File: config.mk
export PLATFORM = sky130hd
export DESIGN_NAME = game_round_ctl
export DESIGN_NICKNAME = d
export VERILOG_FILES = /design/src/rtl/game_round_ctl.sv
export SDC_FILE = /design/constraint.sdc
export NUM_CORES = 1
export LEC_CHECK = 0
export BUFFER_PORTS_ARGS = -buffer_cell sky130_fd_sc_hd__buf_2
export CORE_MARGIN = 3
export CORE_UTILIZATION = 50
export DETAILED_ROUTE_END_ITERATION = 8
export PLACE_DENSITY = 0.68
export SLEW_MARGIN = 10
export SYNTH_ARGS = -nofsm -noshare
export SYNTH_HDL_FRONTEND = slang
export SYNTH_SLANG_ARGS = --single-unit
File: constraint.sdc
create_clock -name clk -period 10.57 [get_ports clk]
set_clock_uncertainty 0.05 [all_clocks]
set_input_delay 1.057 -clock clk [delete_from_list [all_inputs] [get_ports clk]]
set_output_delay 1.057 -clock clk [all_outputs]
set_load 0.02 [all_outputs]
File: src/rtl/game_round_ctl.sv
// -----------------------------------------------------------------------------
// game_round_ctl
//
// Sequencer for one round of the tile-memory game. When the menu raises
// is_game_on the block latches board_size and lvl, fills a tile sequence from
// an 8-bit LFSR, shows the tiles one at a time to the board renderer, and then
// checks the player's clicks against the stored sequence. The round ends in a
// sticky win or lose state that the screen-overlay logic reads.
//
// Optional feature: define GAME_ROUND_TIMEOUT_EN to lose the round after
// INPUT_TIMEOUT idle cycles in the input phase. Without it INPUT waits forever.
//
// Ports
//   clk            system clock
//   rst            synchronous, active-high reset
//   is_game_on     level round enable; low returns to IDLE on the next cycle
//   board_size     tiles per side (2..4), latched on entry to GEN
//   lvl            difficulty (1..3), latched on entry to GEN
//   tile_click     one-cycle click pulse
//   tile_idx       clicked tile, row*board_size + col, valid with tile_click
//   highlight_en   renderer lights tile highlight_idx
//   highlight_idx  tile currently shown (held through the dark gap)
//   input_ready    block is accepting clicks
//   score          correct clicks in the current round
//   game_won       sticky round-won flag
//   game_over      sticky round-lost flag
//   state_dbg      current FSM state (IDLE=0 GEN=1 SHOW=2 GAP=3 INPUT=4
//                  WIN=5 LOSE=6)
//
// Handshake: there is no backpressure. A click is a single-cycle valid pulse
// (tile_click) that is consumed in the cycle it occurs when input_ready is 1
// and dropped otherwise; input_ready acts as the ready indication.
// -----------------------------------------------------------------------------
module game_round_ctl #(
    parameter int unsigned SHOW_UNIT     = 20000000,
    parameter int unsigned GAP_TICKS     = 5000000,
    parameter int unsigned SEQ_MAX       = 8,
    parameter int unsigned INPUT_TIMEOUT = 200000000
) (
    input  logic       clk,
    input  logic       rst,
    input  logic       is_game_on,
    input  logic [2:0] board_size,
    input  logic [2:0] lvl,
    input  logic       tile_click,
    input  logic [3:0] tile_idx,
    output logic       highlight_en,
    output logic [3:0] highlight_idx,
    output logic       input_ready,
    output logic [7:0] score,
    output logic       game_won,
    output logic       game_over,
    output logic [2:0] state_dbg
);

    typedef enum logic [2:0] {
        S_IDLE  = 3'd0,
        S_GEN   = 3'd1,
        S_SHOW  = 3'd2,
        S_GAP   = 3'd3,
        S_INPUT = 3'd4,
        S_WIN   = 3'd5,
        S_LOSE  = 3'd6
    } state_t;

    localparam logic [4:0]  SEQ_MAX_W   = 5'(SEQ_MAX);
    localparam logic [27:0] SHOW_UNIT_W = 28'(SHOW_UNIT);
    // Counters are loaded with duration-1 so a phase lasts exactly "duration"
    // cycles; a zero duration degenerates to a single cycle.
    localparam logic [27:0] GAP_LOAD    = (GAP_TICKS == 0) ? 28'd0 : 28'(GAP_TICKS - 1);

    state_t      state, state_nxt;
    logic [7:0]  lfsr;
    logic        lfsr_fb;
    logic [27:0] tick_cnt;
    logic [27:0] show_ticks;
    logic [27:0] show_load;
    logic [5:0]  n_tiles;
    logic [4:0]  seq_len;
    logic [4:0]  seq_last;
    logic [4:0]  gen_cnt;
    logic [4:0]  ptr, ptr_nxt;
    logic [3:0]  seq [SEQ_MAX];
    logic [3:0]  seq_at_ptr, seq_at_nxt;
    logic        gen_store, click_hit, click_miss;

    logic [5:0]  n_calc;
    logic [4:0]  len_raw, len_calc;
    logic [2:0]  shamt;
    logic [27:0] show_calc;

    logic        highlight_en_d, input_ready_d, game_won_d, game_over_d;
    logic [3:0]  highlight_idx_d;
    logic [7:0]  score_d;

    // Fibonacci LFSR, taps 8,6,5,4 (bits 7,5,4,3).
    assign lfsr_fb   = lfsr[7] ^ lfsr[5] ^ lfsr[4] ^ lfsr[3];

    // Round parameters derived from the menu inputs, latched on GEN entry.
    assign n_calc    = {3'b000, board_size} * {3'b000, board_size};
    assign len_raw   = {1'b0, lvl, 1'b0} + {2'b00, board_size};
    assign len_calc  = (len_raw > SEQ_MAX_W) ? SEQ_MAX_W : len_raw;
    assign shamt     = (lvl == 3'd0) ? 3'd0 : lvl - 3'd1;
    assign show_calc = SHOW_UNIT_W >> shamt;
    assign show_load = (show_ticks == 28'd0) ? 28'd0 : show_ticks - 28'd1;

    assign seq_last   = seq_len - 5'd1;
    assign gen_store  = {2'b00, lfsr[3:0]} < n_tiles;
    assign click_hit  = tile_click && (tile_idx == seq_at_ptr);
    // Off-board clicks (tile_idx >= N) are neither hits nor misses.
    assign click_miss = tile_click && (tile_idx != seq_at_ptr) &&
                        ({2'b00, tile_idx} < n_tiles);

    assign state_dbg = state;

    // Sequence read ports: current pointer for click checking, next pointer
    // so the registered highlight_idx is ready on the first SHOW cycle.
    always_comb begin
        seq_at_ptr = '0;
        seq_at_nxt = '0;
        for (int i = 0; i < int'(SEQ_MAX); i++) begin
            if (ptr == 5'(i))     seq_at_ptr = seq[i];
            if (ptr_nxt == 5'(i)) seq_at_nxt = seq[i];
        end
    end

`ifdef GAME_ROUND_TIMEOUT_EN
    localparam logic [31:0] TIMEOUT_LAST =
        (INPUT_TIMEOUT == 0) ? 32'd0 : 32'(INPUT_TIMEOUT - 1);
    logic [31:0] idle_cnt;

    // Counts INPUT cycles since entry or since the last correct click.
    always_ff @(posedge clk) begin
        if (rst) begin
            idle_cnt <= '0;
        end else if (state != S_INPUT || click_hit) begin
            idle_cnt <= '0;
        end else begin
            idle_cnt <= idle_cnt + 32'd1;
        end
    end
`else
    logic [31:0] unused_timeout;
    assign unused_timeout = 32'(INPUT_TIMEOUT);
`endif

    // Next-state logic (including the sequence pointer that steers it).
    always_comb begin
        state_nxt = state;
        ptr_nxt   = ptr;
        case (state)
            S_IDLE: begin
                if (is_game_on) begin
                    state_nxt = S_GEN;
                    ptr_nxt   = '0;
                end
            end
            S_GEN: begin
                // L >= 4 for legal inputs, so seq[0] is already stored when
                // the last entry is written and SHOW begins.
                if (gen_store && gen_cnt == seq_last) state_nxt = S_SHOW;
            end
            S_SHOW: begin
                if (tick_cnt == 28'd0) state_nxt = S_GAP;
            end
            S_GAP: begin
                if (tick_cnt == 28'd0) begin
                    if (ptr == seq_last) begin
                        state_nxt = S_INPUT;
                        ptr_nxt   = '0;
                    end else begin
                        state_nxt = S_SHOW;
                        ptr_nxt   = ptr + 5'd1;
                    end
                end
            end
            S_INPUT: begin
                if (click_hit) begin
                    ptr_nxt = ptr + 5'd1;
                    if (ptr == seq_last) state_nxt = S_WIN;
                end else if (click_miss) begin
                    state_nxt = S_LOSE;
                end
`ifdef GAME_ROUND_TIMEOUT_EN
                else if (idle_cnt == TIMEOUT_LAST) begin
                    state_nxt = S_LOSE;
                end
`endif
            end
            S_WIN, S_LOSE: begin
                state_nxt = state;
            end
            default: begin
                state_nxt = S_IDLE;
            end
        endcase
        // Menu drop overrides everything, including a same-cycle click.
        if (!is_game_on) begin
            state_nxt = S_IDLE;
            ptr_nxt   = '0;
        end
    end

    // Next values for the registered outputs.
    always_comb begin
        highlight_en_d  = (state_nxt == S_SHOW);
        highlight_idx_d = highlight_idx;
        if (state_nxt == S_SHOW) begin
            highlight_idx_d = seq_at_nxt;
        end else if (state_nxt == S_IDLE) begin
            highlight_idx_d = '0;
        end
        input_ready_d = (state_nxt == S_INPUT);
        score_d       = score;
        if (state_nxt == S_IDLE || state_nxt == S_GEN) begin
            score_d = '0;
        end else if (state == S_INPUT && click_hit && score != 8'hFF) begin
            score_d = score + 8'd1;
        end
        game_won_d  = (state_nxt == S_WIN);
        game_over_d = (state_nxt == S_LOSE);
    end

    // State register and datapath.
    always_ff @(posedge clk) begin
        if (rst) begin
            state      <= S_IDLE;
            lfsr       <= 8'hA5;
            tick_cnt   <= '0;
            show_ticks <= '0;
            n_tiles    <= '0;
            seq_len    <= '0;
            gen_cnt    <= '0;
            ptr        <= '0;
            for (int i = 0; i < int'(SEQ_MAX); i++) seq[i] <= '0;
        end else begin
            state <= state_nxt;
            lfsr  <= {lfsr[6:0], lfsr_fb};
            ptr   <= ptr_nxt;

            if (state == S_IDLE && state_nxt == S_GEN) begin
                n_tiles    <= n_calc;
                seq_len    <= len_calc;
                show_ticks <= show_calc;
                gen_cnt    <= '0;
            end else if (state == S_GEN && state_nxt != S_IDLE && gen_store) begin
                for (int i = 0; i < int'(SEQ_MAX); i++) begin
                    if (gen_cnt == 5'(i)) seq[i] <= lfsr[3:0];
                end
                gen_cnt <= gen_cnt + 5'd1;
            end

            // One down-counter times both SHOW and GAP; it saturates at 0.
            if (state_nxt == S_SHOW && state != S_SHOW) begin
                tick_cnt <= show_load;
            end else if (state_nxt == S_GAP && state != S_GAP) begin
                tick_cnt <= GAP_LOAD;
            end else if (tick_cnt != 28'd0) begin
                tick_cnt <= tick_cnt - 28'd1;
            end
        end
    end

    // Registered outputs.
    always_ff @(posedge clk) begin
        if (rst) begin
            highlight_en  <= 1'b0;
            highlight_idx <= '0;
            input_ready   <= 1'b0;
            score         <= '0;
            game_won      <= 1'b0;
            game_over     <= 1'b0;
        end else begin
            highlight_en  <= highlight_en_d;
            highlight_idx <= highlight_idx_d;
            input_ready   <= input_ready_d;
            score         <= score_d;
            game_won      <= game_won_d;
            game_over     <= game_over_d;
        end
    end

endmodule

==> flow_metrics.tcl <==
set metrics [dict create \
    path_cells "ha_1 > nor2_1 > a311o_1 > a2111oi_4 > nor3_1 > nor2_1 > nor2_1 > a41oi_4 > o211ai_1 > buf_4 > nor2_1 > and3_1 > o21ba_2" \
    synth_async_sr_flop_share_pct 0 \
    portBuffers 32 \
    root_buffer "clkbuf_16" \
    hold_viol 0 \
    yosysTopAreaCell "dfxtp_1" \
    dr.pass1.iters 5 \
    status "complete, no violations" \
    setup_violations 0 \
    syn-num-nets 962 \
    power.leakage_nw 3.323 \
    critPathSlowestCell "ha_1" \
    grt_pass1_wl_mm 30.21 \
    fin_crit_sh_pct 40.05 \
    dp_hpwl_mm 13.65 \
    total_power_w 0.001665 \
    power.combinational.fraction_pct 24.4 \
    hold_start "lfsr[6]" \
    post-cts-setup-buffers 0 \
    path_clk_slew_ns 0.06 \
    drv_slew 0 \
    drtIter0Drc 551 \
    htree_levels 4 \
    grt_antenna_before_repair 0 \
    synth_top_area_share_pct 25.36 \
    endpoint_kind "register" \
    fp.dieArea_mm2 0.01716 \
    die_w_um 131.0 \
    syn_area_per_cell_um2 8.466 \
    maxSlewHeadroom_pct 38.49 \
    yosysWarningCount 0 \
    hold_buffers 0 \
    synth_common_cells "nor2_1 (137), dfxtp_1 (99), nand2_1 (89)" \
    synth_seq_cells 131 \
    grt_max_degree 64 \
    synth_flop_cell "dfxtp_1" \
    worstReg2RegStart "ptr[0]" \
    critPathKind "register to register" \
    clockBufferDepth 2 \
    worstPathRequired_ns 10.89 \
    regArea_mm2 0.002943 \
    viasPerCell 5.703 \
    start_kind "register" \
    antenna_left 0 \
    cellInternalPower_w 0.001158 \
    synth_edf_count 32 \
    cts_tree "built" \
    dr_total_vias 6570 \
    core-area_mm2 0.01526 \
    wl_per_cell_um 16.45 \
    grt.total_usage_pct 22.48 \
    timing.final.ws_setup_ns 6.337 \
    clock_sinks 131 \
    setup.worst_path.start "ptr[0]" \
    place.gp.congestion 0.9850 \
    grt_pass1_vias 5728 \
    netlist_top_cells_area "dfxtp_1 (25%), edfxtp_1 (12%), nor2_1 (6.6%)" \
    syn_area_mm2 0.007814 \
    powerDensity_mw_per_mm2 192.5 \
    clock_latency_ns 0.43 \
    crit_top_cell "nor2_1" \
    ys_types 88 \
    chipHeight_um 131.0 \
    final.setup.tns_ns 0 \
    pwr-share-clk_pct 38.3 \
    io_pins 33 \
    area_growth_pct 10.70 \
    cts_inserted_buffers 17 \
    hold_class "register to register" \
    yosysMostFrequentCell "nor2_1" \
    seq_area_frac_synth_pct 37.66 \
    remaining_drc_errors 0 \
    postSynthCellCount 923 \
    nFillCells 1394 \
    fin_nets 967 \
    irDropWorstVdd_mv 0.1516 \
    cp_max_fo 23 \
    cts_resized 0 \
    arrival_ns 4.56 \
    p_seq_share_pct 37.3 \
    max_clock_freq_ghz 0.2362 \
    p_sw_w 0.0005073 \
    multi_input_comb_area_mm2 0.004464 \
    cap_viol_max_count 0 \
    max_stage_delay_ns 0.68 \
    rsz0062_at_grt "false" \
    switching_share_pct 30.46 \
    wl_mm 18.95 \
    worst_pin_slew_ns 0.9142 \
    min_period_ns 4.233 \
    diodes 0 \
    grt_overflow 0 \
    drive_gt1_share_pct 11.58 \
    initial_core_util_pct 51.21 \
    rows 45 \
    pre_cts_ws_ns 6.393 \
]
through the flow:
step	hold WS (ns)	cells	instance area, um2	util (%)
2_1_floorplan	0.3395	923	7814	-
3_3_place_gp	0.3445	1120	8000	52.43
3_5_place_dp	0.3509	1120	8000	52.43
4_1_cts	0.3678	1152	8650	56.69
5_1_grt	0.3735	1152	8650	56.69
6_report	0.3675	1152	8650	56.69
kinds of logic after synthesis:
group	count (synthesis)	synth area share, %
XOR/XNOR	73	8.375
AND/OR/NAND/NOR	410	26.16
multiplexers	8	1.025
adder cells (fa/ha/maj)	25	4.099
AO/OA/AOI/OAI	189	17.47
buffers and inverters	87	5.204
flip-flops	131	37.66
placed cells by master (no fill, tap or decap), types with 17 or more instances in the layout:
cell / Yosys / layout
nand2_1: 89 / 89
nor4_1: 17 / 17
o21ai_0: 21 / 21
nand3_1: 28 / 28
clkbuf_16: 0 / 19
dfxtp_1: 99 / 99
xor2_1: 37 / 37
inv_1: 37 / 37
edfxtp_1: 32 / 32
xnor2_1: 35 / 35
ha_1: 24 / 24
buf_2: 9 / 32
nor2_1: 137 / 137
nor3_1: 35 / 35
nand2b_1: 20 / 20
a21oi_1: 56 / 56
power by group through the flow:
| stage | combinational [W] | sequential, W | clock, W |
|---|---|---|---|
| after global placement | 0.000399 | 0.000630 | 0 |
| after detailed placement | 0.000400 | 0.000630 | 0 |
| final | 0.000406 | 0.000622 | 0.000638 |
| after floorplan | 0.000339 | 0.000616 | 0 |
| after CTS | 0.000405 | 0.000620 | 0.000647 |
| after global routing | 0.000456 | 0.000628 | 0.000666 |
worst max-delay path: cells and delay by family (launching register included):
family | cells | cell delay (ns)
AND/OR/NAND/NOR | 6 | 1.38
buffers and inverters | 1 | 0.25
AO/OA/AOI/OAI | 5 | 1.33
adder cells (fa/ha/maj) | 1 | 0.68
flip-flops | 1 | 0.50
cell type report:
| cell class | instances | area share (%) |
|---|---|---|
| well taps | 211 | 3.052 |
| clock buffers | 22 | 5.859 |
| repair buffers | 36 | 2.199 |
| flip-flops and latches | 131 | 34.02 |
| multi-input cells | 705 | 51.61 |
| inverters | 37 | 1.606 |
| clock inverters | 10 | 1.649 |
path summary, 6_finish.rpt:
check | cells past startpoint | to | slack, ns
hold reg to reg | 1 | lfsr[7] | 0.37
setup reg to reg | 13 | tick_cnt[27] | 6.34
hold / removal | 1 | lfsr[7] | 0.37
setup / recovery | 13 | tick_cnt[27] | 6.34
routing by layer:
metal	vias up	routed length [um]	track usage [%]
met5	-	0	0
met4	0	256	7.078
met3	22	1362	4.390
met2	221	7670	30.47
met1	3055	9659	35.39
li1	3272	-	-
flip-flops by register name, indices dropped and copies added, names as in the netlist:
register       cells
tick_cnt          28
score              8
state_dbg          3
game_over          1
show_ticks        24
n_tiles            5
ptr                5
highlight_en       1
lfsr               8
highlight_idx      4
gen_cnt            5
seq               32
seq_len            5
input_ready        1
game_won           1
No activity file was read; power rests on OpenSTA's default activity.
